[src/rtl/dc_seq_ctrl_if.sv]
// Configuration channel for dc_seq_ctrl: start/step/skip offered under a
// valid/ready handshake from the control-register block.
interface dc_seq_ctrl_if #(
    parameter int WIDTH = 7
);
    // Handshake: a transfer happens on every rising clock edge where
    // cfg_valid and cfg_ready are both high. The master holds cfg_valid and
    // the three fields stable until that edge. cfg_ready never depends on
    // cfg_valid.
    logic             cfg_valid;
    logic             cfg_ready;
    logic [WIDTH-1:0] cfg_start;
    logic [WIDTH-1:0] cfg_step;
    logic [WIDTH-1:0] cfg_skip;

    modport master (
        output cfg_valid,
        output cfg_start,
        output cfg_step,
        output cfg_skip,
        input  cfg_ready
    );

    modport slave (
        input  cfg_valid,
        input  cfg_start,
        input  cfg_step,
        input  cfg_skip,
        output cfg_ready
    );
endinterface

[src/rtl/dc_seq_ctrl.sv]
// Sequencing controller for the skip down-counter: IDLE/RUN/PAUSE/DONE.
// Define DC_SEQ_WRAP_EN to reload start on underflow instead of stopping.
module dc_seq_ctrl #(
    parameter int WIDTH     = 7,
    parameter int DEF_START = 127,
    parameter int DEF_STEP  = 2,
    parameter int DEF_SKIP  = 7
) (
    input  logic             clock,
    input  logic             reset,
    dc_seq_ctrl_if.slave     cfg_bus,
    input  logic             go,
    input  logic             pause,
    input  logic             abort,
    output logic [WIDTH-1:0] count,
    output logic             busy,
    output logic             done,
    output logic             skip_hit,
    output logic [1:0]       fsm_state
);

    typedef enum logic [1:0] {
        S_IDLE  = 2'd0,
        S_RUN   = 2'd1,
        S_PAUSE = 2'd2,
        S_DONE  = 2'd3
    } state_t;

    state_t           state;
    state_t           state_nx;

    logic [WIDTH-1:0] start_r;
    logic [WIDTH-1:0] step_r;
    logic [WIDTH-1:0] skip_r;
    logic [WIDTH-1:0] count_nx;
    logic             skip_hit_nx;

`ifdef DC_SEQ_WRAP_EN
    logic             wrap_pulse;
    logic             wrap_nx;
`endif

    // Datapath: one or two subtractions, borrow from the extra top bit.
    logic [WIDTH:0]   diff1;
    logic [WIDTH:0]   diff2;
    logic [WIDTH-1:0] d1;
    logic [WIDTH-1:0] d2;
    logic             b1;
    logic             b2;
    logic             skip_case;
    logic             underflow;
    logic [WIDTH-1:0] next_val;

    assign diff1     = {1'b0, count} - {1'b0, step_r};
    assign d1        = diff1[WIDTH-1:0];
    assign b1        = diff1[WIDTH];
    assign diff2     = {1'b0, d1} - {1'b0, step_r};
    assign d2        = diff2[WIDTH-1:0];
    assign b2        = diff2[WIDTH];
    assign skip_case = !b1 && (d1 == skip_r);
    assign underflow = b1 || (skip_case && b2);
    assign next_val  = skip_case ? d2 : d1;

    logic cfg_fire;
    logic ready_int;

    assign ready_int = (state == S_IDLE) || (state == S_DONE);
    assign cfg_fire  = cfg_bus.cfg_valid && ready_int;

    // FSM state register
    always_ff @(posedge clock or posedge reset) begin
        if (reset) begin
            state <= S_IDLE;
        end else begin
            state <= state_nx;
        end
    end

    // FSM next-state logic; abort outranks pause, go and underflow
    always_comb begin
        state_nx = state;
        case (state)
            S_IDLE: begin
                if (cfg_fire) begin
                    state_nx = S_IDLE;
                end else if (go) begin
                    state_nx = S_RUN;
                end
            end
            S_DONE: begin
                if (cfg_fire || abort) begin
                    state_nx = S_IDLE;
                end else if (go) begin
                    state_nx = S_RUN;
                end
            end
            S_RUN: begin
                if (abort) begin
                    state_nx = S_IDLE;
                end else if (pause) begin
                    state_nx = S_PAUSE;
                end else if (underflow) begin
`ifdef DC_SEQ_WRAP_EN
                    state_nx = S_RUN;
`else
                    state_nx = S_DONE;
`endif
                end
            end
            S_PAUSE: begin
                if (abort) begin
                    state_nx = S_IDLE;
                end else if (!pause) begin
                    state_nx = S_RUN;
                end
            end
            default: state_nx = S_IDLE;
        endcase
    end

    // FSM outputs
    always_comb begin
        busy              = (state == S_RUN) || (state == S_PAUSE);
        cfg_bus.cfg_ready = ready_int;
        fsm_state         = state;
`ifdef DC_SEQ_WRAP_EN
        done              = wrap_pulse;
`else
        done              = (state == S_DONE);
`endif
    end

    // Count update; a handshake beats go in the same cycle
    always_comb begin
        count_nx    = count;
        skip_hit_nx = 1'b0;
`ifdef DC_SEQ_WRAP_EN
        wrap_nx     = 1'b0;
`endif
        if (cfg_fire) begin
            count_nx = cfg_bus.cfg_start;
        end else begin
            case (state)
                S_IDLE: begin
                    if (go) begin
                        count_nx = start_r;
                    end
                end
                S_DONE: begin
                    if (abort || go) begin
                        count_nx = start_r;
                    end
                end
                S_RUN: begin
                    if (abort) begin
                        count_nx = start_r;
                    end else if (!pause) begin
                        if (underflow) begin
`ifdef DC_SEQ_WRAP_EN
                            count_nx = start_r;
                            wrap_nx  = 1'b1;
`else
                            count_nx = count;
`endif
                        end else begin
                            count_nx    = next_val;
                            skip_hit_nx = skip_case;
                        end
                    end
                end
                S_PAUSE: begin
                    if (abort) begin
                        count_nx = start_r;
                    end
                end
                default: count_nx = count;
            endcase
        end
    end

    // Configuration and count registers; a zero step is stored as one
    always_ff @(posedge clock or posedge reset) begin
        if (reset) begin
            start_r  <= WIDTH'(DEF_START);
            step_r   <= WIDTH'(DEF_STEP);
            skip_r   <= WIDTH'(DEF_SKIP);
            count    <= WIDTH'(DEF_START);
            skip_hit <= 1'b0;
        end else begin
            if (cfg_fire) begin
                start_r <= cfg_bus.cfg_start;
                step_r  <= (cfg_bus.cfg_step == '0) ? WIDTH'(1) : cfg_bus.cfg_step;
                skip_r  <= cfg_bus.cfg_skip;
            end
            count    <= count_nx;
            skip_hit <= skip_hit_nx;
        end
    end

`ifdef DC_SEQ_WRAP_EN
    always_ff @(posedge clock or posedge reset) begin
        if (reset) begin
            wrap_pulse <= 1'b0;
        end else begin
            wrap_pulse <= wrap_nx;
        end
    end
`endif

endmodule

[src/flat_wrapper.sv]
// flat-port wrapper written by rule: the top's interface ports become plain ports
module dc_seq_ctrl_flat 
#(
    parameter int WIDTH     = 7,
    parameter int DEF_START = 127,
    parameter int DEF_STEP  = 2,
    parameter int DEF_SKIP  = 7
)
  (clock, reset, go, pause, abort, count, busy, done, skip_hit, fsm_state, cfg_bus_cfg_valid, cfg_bus_cfg_start, cfg_bus_cfg_step, cfg_bus_cfg_skip, cfg_bus_cfg_ready);
  dc_seq_ctrl_if #(.WIDTH(WIDTH)) cfg_bus_i ();
  input  logic clock;
  input  logic reset;
  input  logic go;
  input  logic pause;
  input  logic abort;
  output logic [WIDTH-1:0] count;
  output logic busy;
  output logic done;
  output logic skip_hit;
  output logic [1:0] fsm_state;
  input wire logic [$bits(cfg_bus_i.cfg_valid)-1:0] cfg_bus_cfg_valid;
  input wire logic [$bits(cfg_bus_i.cfg_start)-1:0] cfg_bus_cfg_start;
  input wire logic [$bits(cfg_bus_i.cfg_step)-1:0] cfg_bus_cfg_step;
  input wire logic [$bits(cfg_bus_i.cfg_skip)-1:0] cfg_bus_cfg_skip;
  output wire logic [$bits(cfg_bus_i.cfg_ready)-1:0] cfg_bus_cfg_ready;
  assign cfg_bus_i.cfg_valid = cfg_bus_cfg_valid;
  assign cfg_bus_i.cfg_start = cfg_bus_cfg_start;
  assign cfg_bus_i.cfg_step = cfg_bus_cfg_step;
  assign cfg_bus_i.cfg_skip = cfg_bus_cfg_skip;
  assign cfg_bus_cfg_ready = cfg_bus_i.cfg_ready;
  dc_seq_ctrl #(.WIDTH(WIDTH), .DEF_START(DEF_START), .DEF_STEP(DEF_STEP), .DEF_SKIP(DEF_SKIP)) u_core (.clock(clock), .reset(reset), .cfg_bus(cfg_bus_i), .go(go), .pause(pause), .abort(abort), .count(count), .busy(busy), .done(done), .skip_hit(skip_hit), .fsm_state(fsm_state));
endmodule
[config.mk]
export PLATFORM = sky130hd
export DESIGN_NAME = dc_seq_ctrl_flat
export DESIGN_NICKNAME = d
export VERILOG_FILES = /design/src/rtl/dc_seq_ctrl_if.sv /design/src/rtl/dc_seq_ctrl.sv /design/src/flat_wrapper.sv
export SDC_FILE = /design/constraint.sdc
export NUM_CORES = 1
export LEC_CHECK = 0
export CORE_MARGIN = 2
export CORE_UTILIZATION = 45
export DETAILED_ROUTE_END_ITERATION = 7
export GPL_TIMING_DRIVEN = 0
export PLACE_DENSITY = 0.69
export SLEW_MARGIN = 20
export SYNTH_ARGS = -nofsm -noshare
export SYNTH_HDL_FRONTEND = slang
export SYNTH_SLANG_ARGS = --single-unit
[constraint.sdc]
create_clock -name clock -period 4.2 [get_ports clock]
set_input_delay 1.26 -clock clock [delete_from_list [all_inputs] [get_ports clock]]
set_output_delay 1.26 -clock clock [all_outputs]
set_load 0.005 [all_outputs]
==> impl_metrics.tcl <==
set metrics [dict create \
    drv_cap 0 \
    grt.total_usage_pct 20.0 \
    drive_above_1_share_pct 9.82 \
    yosysTopAreaCellShare_pct 19.7 \
    nets 374 \
    place_congestion 0.865 \
    netlist_area_um2 2400 \
    grt_max_degree 32 \
    first_iter_violations 118 \
    cpLargestDelayFamily "compound AO/OA/AOI/OAI gates" \
    finish.utilization_pct 57.6 \
    ys.flop_type "dfstp_2" \
    whs_path_depth 2 \
    antenna_found_initial 0 \
    start_util_pct 46.7 \
    slowest_delay_ns 0.65 \
    syn-num-nets 328 \
    final_cells 396 \
    syn_inst 279 \
    slowest_stage "o41ai_1" \
    dp.final_hpwl_um 4530 \
    cts_max_path_buffers 2 \
    required_ns 4.40 \
    core_area_um2 5140 \
    drv_slew 0 \
    clk_latency_ns 0.27 \
    setup_viol 0 \
    path_max_fanout 10 \
    period_minus_slack_ns 3.77 \
    fp.dieH_um 77.0 \
    yosys_warnings 0 \
    crit_path_cell_trace "inv_1, ha_1, inv_1, fa_1, a21o_1, a21oi_1, xnor2_1, ha_1, o211ai_1, a21oi_1, o41ai_1, a31oi_1, buf_2, and2_1, a211oi_2" \
    synth.top_cells.by_area "dfstp_2 20%, dfrtp_1 14%, ha_1 10%, nand2_1 10%, xnor2_1 5.1%" \
    die_w_um 77.0 \
    worst-slew-pin-transition_ns 0.692 \
    htree_levels 2 \
    seq_area_frac_synth_pct 33.2 \
    rsz0062_at_grt "false" \
    hold_viol 0 \
    final_common_cell "nand2_1" \
    fmax_mhz 266 \
    num_antenna_cells 0 \
    min_period_over_period_pct 89.7 \
    seqCellArea_um2 798 \
    avgSynthCellArea_um2 8.61 \
    worstPathArrival_ns 3.97 \
    cts_sinks 31 \
    viasPerCell 5.38 \
    crit_type "reg2reg" \
    grt_pass1_wl_um 9480 \
    place_inst 388 \
    grt_pass1_vias 2055 \
    fin_skew_ns 0.00692 \
    layout_common_cells "64 x nand2_1, 39 x clkdlybuf4s50_1, 20 x a21oi_1, 20 x ha_1, 18 x dfstp_2" \
    area_growth_pct 23.3 \
    reg2reg_depth 15 \
    yosys.area.top_type "dfstp_2" \
    die_area_um2 5940 \
    overflow 0 \
    min-delay-start "u_core.start_r[2]" \
    status "complete, no violations" \
    end_kind "register" \
    avgRoutedWirePerCell_um 14.0 \
    clkTransAtPathRegs_ns 0.07 \
    startpoint_type "register" \
    dr.pass1.iters 4 \
    cts_setup_buffers 0 \
    cts_made_buffers 5 \
    fillCellCount 501 \
    multiInputGateArea_um2 1500 \
    reg2reg_to "u_core.count[3]" \
    wirelength_um 5550 \
    synth_cell_types 50 \
    synth_edf_count 0 \
    path_buf_inv 3 \
    slew-limit-headroom_pct 53.3 \
    finalSetupTns_ns 0 \
    reg2reg_from "u_core.count[0]" \
    antenna_left 0 \
    whs_endpoint "u_core.start_r[2]" \
    drc 0 \
    vias 2132 \
    async_reset_ff_share_pct 100 \
    cts_root_buf "clkbuf_8" \
    num_rows 26 \
    hp-class "reg2reg" \
    ioPinCount 40 \
    cts_resized 0 \
    hold_buffers 0 \
    synth-seq-cells 31 \
    reg2reg_slack_ns 0.43 \
    cts_tree "built" \
    portBuffers 39 \
]
-- layout make-up --
cell class | instances | share of cell area, %
buffer | 9 | 1.44
clock buffer | 7 | 2.58
clock inverter | 1 | 0.169
inverter | 15 | 1.90
multi-input combinational | 224 | 50.8
sequential | 31 | 27.0
tap | 70 | 2.96
timing repair buffer | 39 | 13.2
-- layer usage --
metal  up-vias  part of all wire (%)  global-route usage (%)
met3         7                   5.2                    3.18
li1       1071                     -                       -
met4         0                   1.6                    7.50
met5         -                     0                       0
met2        45                    47                    32.6
met1      1009                    46                    26.7
-- cell families (layout without fill, tap and decap cells) --
| logic type | after synthesis | in the layout | synth area share (%) |
|---|---|---|---|
| buf+inv | 24 | 71 | 4.12 |
| fa+ha+maj | 22 | 22 | 12.1 |
| xor+xnor | 19 | 19 | 7.50 |
| compound gates | 72 | 72 | 21.0 |
| flops | 31 | 31 | 33.2 |
| simple gates | 106 | 106 | 20.0 |
| mux | 5 | 5 | 2.08 |
-- worst register-to-register path: cells and delay by family (launching register included) --
kind                     cells  cell delay, ns
AND/OR/NAND/NOR              1            0.17
adder cells (fa/ha/maj)      3            0.93
XOR/XNOR                     1            0.17
AO/OA/AOI/OAI                7            1.67
flip-flops                   1            0.39
buffers and inverters        3            0.38
-- state kept, by name, summed over array words and instances (netlist names) --
| signal | cells |
|---|---|
| u_core.count | 7 |
| u_core.fsm_state | 2 |
| u_core.skip_hit | 1 |
| u_core.skip_r | 7 |
| u_core.start_r | 7 |
| u_core.step_r | 7 |
-- synthesized netlist by cell type, drive strengths merged (5+ instances only) --
cell type  instances
a211oi             5
a221oi             6
mux2i              5
inv               15
nand2             64
a21o               6
a21oi             20
and2               8
dfrtp             13
o21ai             14
ha                20
clkbuf             5
xnor2             14
dfstp             18
nor2              12
-- metrics by stage --
stage          hold slack (ns)  area [µm²]  setup slack (ns)
6_report                 0.457        2960             0.434
4_1_cts                  0.460        2960             0.449
5_1_grt                  0.481        2960             0.125
3_3_place_gp             0.447        2880             0.481
3_5_place_dp             0.449        2880             0.453
2_1_floorplan            0.439        2400             0.979
-- worst max path at each step --
stage | start | endpoint | slack, ns | cells past startpoint
after detailed placement | u_core.count[0] | u_core.count[3] | 0.45 | 14
final | u_core.count[0] | u_core.count[3] | 0.43 | 15
after global placement | u_core.count[0] | u_core.count[3] | 0.48 | 14
after global routing | u_core.count[0] | u_core.count[3] | 0.13 | 15
after CTS | u_core.count[0] | u_core.count[3] | 0.45 | 14
after floorplan | u_core.count[0] | u_core.count[3] | 0.98 | 14
Power is left out: the tool's default activity adds up to more than one toggle a clock period on the data nets, which glitch-free logic cannot reach.
